[config.mk]
export PLATFORM = sky130hd
export DESIGN_NAME = cnn1d_condition_monitor
export DESIGN_NICKNAME = d
export VERILOG_FILES = /design/src/rtl/cnn1d_pkg.sv /design/src/rtl/cnn1d_vote_window.sv /design/src/rtl/cnn1d_condition_monitor.sv
export SDC_FILE = /design/constraint.sdc
export NUM_CORES = 1
export LEC_CHECK = 0
export CORE_MARGIN = 1
export CORE_UTILIZATION = 60
export CTS_CLUSTER_DIAMETER = 40
export DETAILED_ROUTE_END_ITERATION = 12
export PLACE_DENSITY_LB_ADDON = 0.05
export SETUP_SLACK_MARGIN = 0.1
export SLEW_MARGIN = 5
export SYNTH_ARGS = -nofsm -noshare
export SYNTH_HDL_FRONTEND = slang
export SYNTH_HIERARCHICAL = 1
export SYNTH_SLANG_ARGS = --single-unit
[constraint.sdc]
create_clock -name clk -period 6.9 [get_ports clk]
set_input_delay 0.69 -clock clk [delete_from_list [all_inputs] [get_ports clk]]
set_output_delay 0.69 -clock clk [all_outputs]
set_load 0.01 [all_outputs]
[src/rtl/cnn1d_pkg.sv]
// Shared types and helpers for the cnn1d condition monitor slice.
//
// Contents:
//   mon_state_e : monitor FSM state (NORMAL=0, SUSPECT=1, ALARM=2)
//   class_w()   : width of a class index for a given number of classes
//                 (never less than 1 bit, so a single-class build still has a port)
package cnn1d_pkg;

  typedef enum logic [1:0] {
    NORMAL  = 2'd0,
    SUSPECT = 2'd1,
    ALARM   = 2'd2
  } mon_state_e;

  function automatic int class_w(input int num_classes);
    return (num_classes <= 2) ? 1 : $clog2(num_classes);
  endfunction

endpackage

[src/rtl/cnn1d_vote_window.sv]
// Sliding-window vote counter for cnn1d classifications.
//
// Keeps the last VOTE_WINDOW accepted class indices plus one running count
// per class. Every accept shifts the new class in; once the window is full the
// oldest entry is evicted and its count is decremented on the same edge.
//
// Ports:
//   clk, rst        : clock, asynchronous active-high reset
//   clear           : synchronous clear of history, counts and fill
//   accept          : a classification is being taken this edge
//   new_class       : class index being accepted
//   decide          : this accept leaves the window full (decision edge)
//   dec_class       : argmax of the post-accept counts, ties to lowest index
//   dec_fault_votes : post-accept count of FAULT_CLASS
module cnn1d_vote_window
  import cnn1d_pkg::*;
#(
  parameter int NUM_NEURONS = 2,
  parameter int VOTE_WINDOW = 8,
  parameter int FAULT_CLASS = 1,
  parameter int CLASS_W     = class_w(NUM_NEURONS),
  parameter int CNT_W       = $clog2(VOTE_WINDOW) + 1
) (
  input  logic               clk,
  input  logic               rst,
  input  logic               clear,
  input  logic               accept,
  input  logic [CLASS_W-1:0] new_class,
  output logic               decide,
  output logic [CLASS_W-1:0] dec_class,
  output logic [CNT_W-1:0]   dec_fault_votes
);

  logic [CLASS_W-1:0] hist     [VOTE_WINDOW];
  logic [CNT_W-1:0]   cnt      [NUM_NEURONS];
  logic [CNT_W-1:0]   cnt_next [NUM_NEURONS];
  logic [CNT_W-1:0]   fill;
  logic [CNT_W-1:0]   best;
  logic               full;

  assign full   = (fill == CNT_W'(VOTE_WINDOW));
  // The accept that brings fill from VOTE_WINDOW-1 to full already decides.
  assign decide = accept && (full || (fill == CNT_W'(VOTE_WINDOW - 1)));

  // Counts as they will be after this edge. When the incoming and evicted
  // classes match, the +1 and -1 cancel.
  always_comb begin
    for (int i = 0; i < NUM_NEURONS; i++) begin
      cnt_next[i] = cnt[i];
      if (accept && (new_class == CLASS_W'(i)))
        cnt_next[i] = cnt_next[i] + CNT_W'(1);
      if (accept && full && (hist[VOTE_WINDOW-1] == CLASS_W'(i)))
        cnt_next[i] = cnt_next[i] - CNT_W'(1);
    end
  end

  // Strict greater-than so the lowest index wins a tie.
  always_comb begin
    dec_class = '0;
    best      = cnt_next[0];
    for (int i = 1; i < NUM_NEURONS; i++) begin
      if (cnt_next[i] > best) begin
        best      = cnt_next[i];
        dec_class = CLASS_W'(i);
      end
    end
  end

  assign dec_fault_votes = cnt_next[FAULT_CLASS];

  // History shift register, per-class counts and fill level.
  always_ff @(posedge clk or posedge rst) begin
    if (rst) begin
      fill <= '0;
      for (int i = 0; i < VOTE_WINDOW; i++) hist[i] <= '0;
      for (int i = 0; i < NUM_NEURONS; i++) cnt[i] <= '0;
    end else if (clear) begin
      fill <= '0;
      for (int i = 0; i < VOTE_WINDOW; i++) hist[i] <= '0;
      for (int i = 0; i < NUM_NEURONS; i++) cnt[i] <= '0;
    end else if (accept) begin
      hist[0] <= new_class;
      for (int i = 1; i < VOTE_WINDOW; i++) hist[i] <= hist[i-1];
      for (int i = 0; i < NUM_NEURONS; i++) cnt[i] <= cnt_next[i];
      if (!full) fill <= fill + CNT_W'(1);
    end
  end

endmodule

[src/rtl/cnn1d_condition_monitor.sv]
// Tool-condition monitor behind a cnn1d classifier.
//
// Majority-votes the last VOTE_WINDOW classifications, publishes each decision
// through a one-deep valid/ready output register, and runs a NORMAL/SUSPECT/
// ALARM FSM that latches ALARM after ALARM_HOLD consecutive fault windows.
//
// Ports:
//   clk, rst         : clock, asynchronous active-high reset
//   cnn_valid        : classification valid from cnn1d
//   cnn_condition    : classification class index
//   cnn_ready        : monitor can take a classification this edge
//   mon_valid        : decision register holds an unconsumed decision
//   mon_ready        : downstream consumes the decision
//   mon_class        : majority class of the window
//   mon_fault_votes  : FAULT_CLASS votes in the window
//   alarm            : FSM is in ALARM
//   state            : encoded FSM state
//   clear            : synchronous clear of window, FSM, decision and count
//   sample_count     : accepted classifications, saturating
module cnn1d_condition_monitor
  import cnn1d_pkg::*;
#(
  parameter int NUM_NEURONS     = 2,
  parameter int VOTE_WINDOW     = 8,
  parameter int FAULT_CLASS     = 1,
  parameter int ALARM_THRESHOLD = 6,
  parameter int ALARM_HOLD      = 4,
  localparam int CLASS_W        = class_w(NUM_NEURONS),
  localparam int VOTE_W         = $clog2(VOTE_WINDOW) + 1
) (
  input  logic               clk,
  input  logic               rst,
  input  logic               cnn_valid,
  input  logic [CLASS_W-1:0] cnn_condition,
  output logic               cnn_ready,
  output logic               mon_valid,
  input  logic               mon_ready,
  output logic [CLASS_W-1:0] mon_class,
  output logic [VOTE_W-1:0]  mon_fault_votes,
  output logic               alarm,
  output logic [1:0]         state,
  input  logic               clear,
  output logic [31:0]        sample_count
);

  localparam int HOLD_W = $clog2(ALARM_HOLD + 1);

  mon_state_e         state_q;
  logic [HOLD_W-1:0]  hold;
  logic               rdy_en;
  logic               accept;
  logic               decide;
  logic [CLASS_W-1:0] dec_class;
  logic [VOTE_W-1:0]  dec_votes;
  logic               fault_window;

  // rdy_en keeps cnn_ready low during reset and rises on the first edge after
  // release; the rest lets a pending decision drain on the same edge.
  assign cnn_ready    = rdy_en && !clear && (!mon_valid || mon_ready);
  assign accept       = cnn_valid && cnn_ready;
  assign fault_window = (int'(dec_votes) >= ALARM_THRESHOLD);
  assign alarm        = (state_q == ALARM);
  assign state        = state_q;

  cnn1d_vote_window #(
    .NUM_NEURONS (NUM_NEURONS),
    .VOTE_WINDOW (VOTE_WINDOW),
    .FAULT_CLASS (FAULT_CLASS),
    .CLASS_W     (CLASS_W),
    .CNT_W       (VOTE_W)
  ) u_window (
    .clk             (clk),
    .rst             (rst),
    .clear           (clear),
    .accept          (accept),
    .new_class       (cnn_condition),
    .decide          (decide),
    .dec_class       (dec_class),
    .dec_fault_votes (dec_votes)
  );

  // Decision register, sample counter and condition FSM. The FSM only moves
  // on decision edges; clear wins over any concurrent accept.
  always_ff @(posedge clk or posedge rst) begin
    if (rst) begin
      rdy_en          <= 1'b0;
      mon_valid       <= 1'b0;
      mon_class       <= '0;
      mon_fault_votes <= '0;
      state_q         <= NORMAL;
      hold            <= '0;
      sample_count    <= '0;
    end else begin
      rdy_en <= 1'b1;
      if (clear) begin
        mon_valid       <= 1'b0;
        mon_class       <= '0;
        mon_fault_votes <= '0;
        state_q         <= NORMAL;
        hold            <= '0;
        sample_count    <= '0;
      end else begin
        if (accept && (sample_count != 32'hFFFF_FFFF))
          sample_count <= sample_count + 32'd1;
        if (decide) begin
          mon_valid       <= 1'b1;
          mon_class       <= dec_class;
          mon_fault_votes <= dec_votes;
          case (state_q)
            NORMAL: begin
              if (fault_window) begin
                hold    <= HOLD_W'(1);
                state_q <= (ALARM_HOLD <= 1) ? ALARM : SUSPECT;
              end
            end
            SUSPECT: begin
              if (fault_window) begin
                hold <= hold + HOLD_W'(1);
                if (int'(hold) + 1 >= ALARM_HOLD) state_q <= ALARM;
              end else begin
                hold    <= '0;
                state_q <= NORMAL;
              end
            end
            ALARM:   state_q <= ALARM;
            default: begin
              hold    <= '0;
              state_q <= NORMAL;
            end
          endcase
        end else if (mon_ready) begin
          mon_valid <= 1'b0;
        end
      end
    end
  end

endmodule

======== Word level (Yosys, flattened, before mapping) ========
Cells that the tools add are included.
storage, ports and cells
  register bits after elaboration ......... 64
  input bits .............................. 6
  output and inout bits ................... 42
cells by class
  bitwise operators ....................... 2
  equal/unequal tests ..................... 9
  magnitude comparators ................... 3
  reduce and logical (&&, ||, !) cells .... 22
  multiplexer cells ....................... 32
  $add $sub $neg .......................... 8
operator list
  cell                                                                                  count
  32-bit 2-to-1 mux                                                                     2
  4-bit 2-to-1 mux                                                                      9
  32-bit by 1-bit adder with 32-bit output (second input constant)                      1
  8-bit 2-to-1 mux                                                                      4
  32-bit != test (second input constant)                                                1
  4-bit by 1-bit adder with 4-bit output (second input constant)                        3
  3-bit 2-to-1 mux                                                                      4
  1-bit logical AND                                                                     10
  2-bit 2-to-1 mux                                                                      5
  3-bit case mux with 3 select lines                                                    1
  4-bit by 3-bit greater-or-equal comparator with 1-bit output (second input constant)  2
  4-bit by 1-bit subtractor with 4-bit output (second input constant)                   2
  1-bit 2-to-1 mux                                                                      6
  2-bit case mux with 3 select lines                                                    1
  3-bit AND reduction                                                                   2
  2-bit nonzero test                                                                    3
  3-bit by 1-bit adder with 4-bit output (second input constant)                        1
  4-bit by 3-bit == test with 1-bit output (second input constant)                      1
  4-bit == test (second input constant)                                                 1
  4-bit greater-than comparator                                                         1
  4-bit != test (second input constant)                                                 1
  3-bit by 1-bit adder with 3-bit output (second input constant)                        1
  3-bit != test (second input constant)                                                 1
  3-bit nonzero test                                                                    1
  other kinds (9)                                                                       12

======== Longest topological paths before layout ========
  depth after elaboration ................. 13
  gate-level depth with buffers ........... 17
  mapped depth without buffers ............ 15

======== By module ========
Netlist, hierarchy kept.
by module, submodules not included
  module                   sequential area each (sq um)  area an instance (sq um)  instances  cells each
  cnn1d_condition_monitor  1101.1                        2493.6                    1          262
  cnn1d_vote_window        500.5                         1266.2                    1          123

======== Least setup slack after synthesis ========
OpenSTA, ideal clock, no wires.
  kind .................................... input -> register
  start ................................... in clear
  end ..................................... reg mon_class
  data required time ...................... 6.768 ns
  path buffers ............................ 1
  stages .................................. 16
  setup time .............................. 0.132 ns
  data arrival time ....................... 3.193 ns
  setup slack ............................. 3.575 ns
  path through ............................ nor2b_1 > nand3_1 > inv_1 > buf_2 > nor2b_2 > mux2i_1 > ha_1 > mux2_2 > ha_1 > nor2b_1 > o21ai_0 > nand2b_1 > a21oi_1 > a41oi_1 > mux2i_1 > nor2_1
on the way
  word-level cells in the longest chain between the ends .. 12
  elaborated cells between the ends (all ways) .. 21
RTL lines
  what                                         RTL line                        source
  start, declared                              cnn1d_condition_monitor.sv:42   input logic clear,
  1-bit logical NOT *                          cnn1d_condition_monitor.sv:59   assign cnn_ready = rdy_en && !clear && (!mon_valid || mon_ready);
  1-bit logical AND * (2 in series)            cnn1d_condition_monitor.sv:59
  1-bit logical AND *                          cnn1d_condition_monitor.sv:60   assign accept = cnn_valid && cnn_ready;
  named net accept                             cnn1d_condition_monitor.sv:51   logic accept;
  1-bit logical AND                            cnn1d_vote_window.sv:50         if (accept && (new_class == CLASS_W'(i)))
  4-bit 2-to-1 mux                             cnn1d_vote_window.sv:50
  4-bit by 1-bit subtractor with 4-bit output  cnn1d_vote_window.sv:53         cnt_next[i] = cnt_next[i] - CNT_W'(1);
  4-bit 2-to-1 mux                             cnn1d_vote_window.sv:52         if (accept && full && (hist[VOTE_WINDOW-1] == CLASS_W'(i)))
  4-bit greater-than comparator *              cnn1d_vote_window.sv:62         if (cnt_next[i] > best) begin
  1-bit 2-to-1 mux *                           cnn1d_vote_window.sv:62
  named net dec_class                          cnn1d_condition_monitor.sv:53   logic [CLASS_W-1:0] dec_class;
  1-bit 2-to-1 mux *                           cnn1d_condition_monitor.sv:105  if (decide) begin
  1-bit 2-to-1 mux *                           cnn1d_condition_monitor.sv:95   if (clear) begin
  end signal, assigned                         cnn1d_condition_monitor.sv:107  mon_class <= dec_class;
  end, declared                                cnn1d_condition_monitor.sv:38   output logic [CLASS_W-1:0] mon_class,
The timed path passes the listed nets; every way through them passes the cells marked *. The select of a mux whose other input is x is not followed.
A chain may end at the register's enable or synchronous reset.

======== Final worst setup path ========
  start ................................... in mon_ready
  end ..................................... reg mon_class
on the way
  word-level cells in the longest chain between the ends .. 11
  elaborated cells between the ends (all ways) .. 20
RTL lines
  what                                         RTL line                        source
  start, declared                              cnn1d_condition_monitor.sv:37   input logic mon_ready,
  1-bit logical OR *                           cnn1d_condition_monitor.sv:59
  1-bit logical AND *                          cnn1d_condition_monitor.sv:59
  1-bit logical AND *                          cnn1d_condition_monitor.sv:60
  1-bit logical AND                            cnn1d_vote_window.sv:50
  4-bit 2-to-1 mux                             cnn1d_vote_window.sv:50
  4-bit by 1-bit subtractor with 4-bit output  cnn1d_vote_window.sv:53
  4-bit 2-to-1 mux                             cnn1d_vote_window.sv:52
  4-bit greater-than comparator *              cnn1d_vote_window.sv:62
  1-bit 2-to-1 mux *                           cnn1d_vote_window.sv:62
  named net dec_class                          cnn1d_condition_monitor.sv:53
  1-bit 2-to-1 mux *                           cnn1d_condition_monitor.sv:105
  1-bit 2-to-1 mux *                           cnn1d_condition_monitor.sv:95
Marked as above.

==> out/summary.txt <==
post-synthesis instance area - 3760 µm²
Async SR Flop Fraction - 1.00
H-tree lvl count - 3
Die Wd - 81.2 µm
GPL Wtd Cong - 0.771
Worst-Margin Slew - 785 ps
synthesis-stage register bit count - 64
Synth warnings - 6
Critical Path Sink Type - register
antenna diode count - 0
Leakage - 1.74 nW
Total GRT Usage - 0.275
Post-CTS Setup Bufs - 0
Initial Util - 0.628
Root Buffer - clkbuf_8
Final TNS setup - 0 ps
std cell rows - 28
I/O Pins - 48
Post-Synth Simple-Gate Area - 0.258
relative slew slack - 0.476
pwr/cell area - 172 nW/µm²
vias - 3191
vias per std cell - 6.28
gr ovfl total - 0
DR iter-0 viols - 142
syn_nets - 403
DRC - 0
Synth Area in Compound Gates - 0.146
Die Ht - 81.2 µm
crit path cell chain - clkdlybuf4s50_1 > nand2b_1 > nand3_1 > buf_4 > inv_1 > buf_4 > nor2b_2 > mux2i_1 > ha_1 > mux2_2 > ha_1 > nor2b_1 > o21ai_0 > nand2b_1 > a21oi_1 > a41oi_1 > mux2i_1 > nor2_1
Max Slew Vio Count - 0
clk sinks - 64
max cap viols - 0
Top FF cell, synth - dfrtp_1
initial antenna violation count - 0
Crit Path Category - in2reg
syn avg cell area - 9.77 µm²
Final Cycle Share - 0.609
CTS tree - done
Synth cell types - 54
# setup viols final - 0
HPWL after DPL - 5660 µm
type of the most critical hold path - reg2reg
post-synthesis mux area share - 0.0526
WP data required - 7100 ps
area share of xor/xnor cells in the synthesized design - 0.0349
critical path's slowest cell - clkdlybuf4s50_1
largest family of logic cells by synthesized area - simple AND/OR/NAND/NOR gates
Longest Clk Path Bufs - 2
worst-case vdd ir drop - 148 µV
cells after synthesis - 385
worst path bufs/invs - 4
CP Max Fanout - 25
pin count of the biggest net entering global routing - 60
Core Area - 5990 µm²
layout cells sized above 1 - 0.0970
PortBufs - 47
Top delay family on crit path - buffers and inverters
number of global-route vias before repair - 2990
die area - 6590 µm²
Hold Vio Cnt, Final - 0
status - completed
Final nets - 448
CTS Buf Count - 9
Initial DRT Pass Iterations - 5
Area Growth Syn to Fin - 18.7%
RSZ-0062 raised after global routing - false
Worst path max stage delay - 450 ps
first-pass GRT wire length - 13800 µm
drt wl/cell - 16.6 µm
antenna-violating nets left - 0
number of fill cells - 462
# hold bufs at CTS - 0
clock skew - 6.24 ps
final core occ - 0.745
drt total wl - 8410 µm
fin crit period - 4200 ps
CTS resizes - 0
Worst-Skew Late Latency - 340 ps
Synth Area in Adders - 0.0399
register area share after synthesis - 0.426
Max Freq - 238 MHz
EDFF count, synth - 0
Worst-path clk slew - 70 ps
arrival time worst endpoint - 4400 ps
critical path startpoint category - primary input
## synth_stat cells, types with 3 or more instances
| cell | count | area share |
|---|---|---|
| or2_2 | 3 | 0.0050 |
| buf_6 | 4 | 0.012 |
| dfrtp_1 | 64 | 0.43 |
| or4_1 | 18 | 0.036 |
| or3_1 | 3 | 0.0050 |
| o21ai_0 | 5 | 0.0067 |
| nor3_1 | 4 | 0.0053 |
| and3_4 | 3 | 0.0090 |
| nand3_1 | 22 | 0.029 |
| nor2_1 | 30 | 0.030 |
| nand2b_1 | 3 | 0.0050 |
| o211ai_1 | 6 | 0.012 |
| nand2_1 | 26 | 0.026 |
| xor2_1 | 6 | 0.014 |
| o41ai_1 | 8 | 0.019 |
| buf_2 | 3 | 0.0040 |
| mux2i_1 | 16 | 0.043 |
| xnor2_1 | 9 | 0.021 |
| clkbuf_1 | 10 | 0.010 |
| o311ai_0 | 7 | 0.016 |
| o31ai_1 | 16 | 0.032 |
| ha_1 | 12 | 0.040 |
| nor2b_1 | 8 | 0.013 |
| a21oi_1 | 29 | 0.039 |
| nand4_1 | 14 | 0.023 |
| nand2_2 | 3 | 0.0050 |
| nand3b_1 | 3 | 0.0060 |
| inv_1 | 13 | 0.013 |
| and4_1 | 5 | 0.012 |
## sequential cells by signal (all words and copies together), names as in the netlist
signal and count:
u_window/cnt 8, mon_fault_votes 4, u_window/hist 8, rdy_en 1, mon_class 1, hold 3
state 2, sample_count 32, u_window/fill 4, mon_valid 1
## power by group
part / switching (W) / internal (W) / total (W)
clock network: 0.000142 / 0.000208 / 0.000350
logic: 0.0000262 / 0.0000126 / 0.0000388
registers: 0.00000209 / 0.000377 / 0.000379
total: 0.000170 / 0.000597 / 0.000767
## layout make-up
cell class                 count  area, µm²  area share
multi-input combinational    289       2000       0.448
sequential                    64       1600       0.359
timing repair buffer          53        510       0.114
clock buffer                  10        138      0.0308
tap                           75       93.8      0.0210
clock inverter                 4       70.1      0.0157
inverter                      13       48.8      0.0109
## cell usage in the layout, fill, tap and decap left out, drive strengths merged, types with 4 or more instances in the layout
cell	instances
ha	12
dfrtp	64
o311ai	7
nor2	30
a21oi	29
o21ai	7
o31ai	16
clkbuf	10
inv	12
xnor2	9
buf	7
clkdlybuf4s50	46
xor2	6
or4	18
nand3b	4
mux2i	16
nor3	4
nand3	23
and4	5
o41ai	8
nand4	16
nand2	29
nor2b	9
o211ai	6
## through the flow
| step | total power, W | hold WS, ps | instance area, µm² | setup slack, ps | cells |
|---|---|---|---|---|---|
| after CTS | 0.000772 | 529 | 4460 | 2740 | 508 |
| after global routing | 0.000790 | 553 | 4460 | 2460 | 508 |
| after global placement | 0.000424 | 504 | 4260 | 2530 | 494 |
| after detailed placement | 0.000425 | 513 | 4260 | 2380 | 494 |
| after floorplan | 0.000412 | 486 | 3760 | 3570 | 385 |
| final | 0.000767 | 525 | 4460 | 2700 | 508 |
## kinds of logic (layout without fill, tap and decap cells)
group | Yosys count | count (layout)
mux | 19 | 19
xor+xnor | 15 | 15
simple gates | 160 | 160
compound gates | 82 | 82
flops | 64 | 64
fa+ha+maj | 12 | 12
other cells | 1 | 1
buf+inv | 32 | 80
## final timing paths
check / from / to / slack (ps) / depth (start not counted)
min in group asynchronous: rst / state[1]$_DFFE_PP0P_ / 830 / 3
hold reg to reg: mon_fault_votes[0]$_DFFE_PP0P_ / mon_fault_votes[0]$_DFFE_PP0P_ / 520 / 2
setup / recovery: mon_ready / mon_class$_DFFE_PP0P_ / 2700 / 18
setup reg to reg: mon_valid$_DFFE_PP0P_ / mon_class$_DFFE_PP0P_ / 3150 / 17
max in group asynchronous: rst / u_window/fill[1]$_DFFE_PP0P_ / 5560 / 2
hold / removal: mon_fault_votes[0]$_DFFE_PP0P_ / mon_fault_votes[0]$_DFFE_PP0P_ / 520 / 2
## worst reg2reg max path: stages (launching register included)
cell,delay [ps]
dfrtp_1,370
nand2b_1,110
nand3_1,80
buf_4,210
inv_1,330
buf_4,340
nor2b_2,310
mux2i_1,260
ha_1,260
mux2_2,280
ha_1,280
nor2b_1,130
o21ai_0,150
nand2b_1,80
a21oi_1,150
a41oi_1,70
mux2i_1,150
nor2_1,50
## layer usage
| metal | routed length, µm | global-route usage |
|---|---|---|
| met5 | 0 | 0 |
| met4 | 151 | 0.113 |
| met3 | 173 | 0.0416 |
| met2 | 4410 | 0.480 |
| met1 | 3680 | 0.339 |
Power figures use the tool's default switching activity.
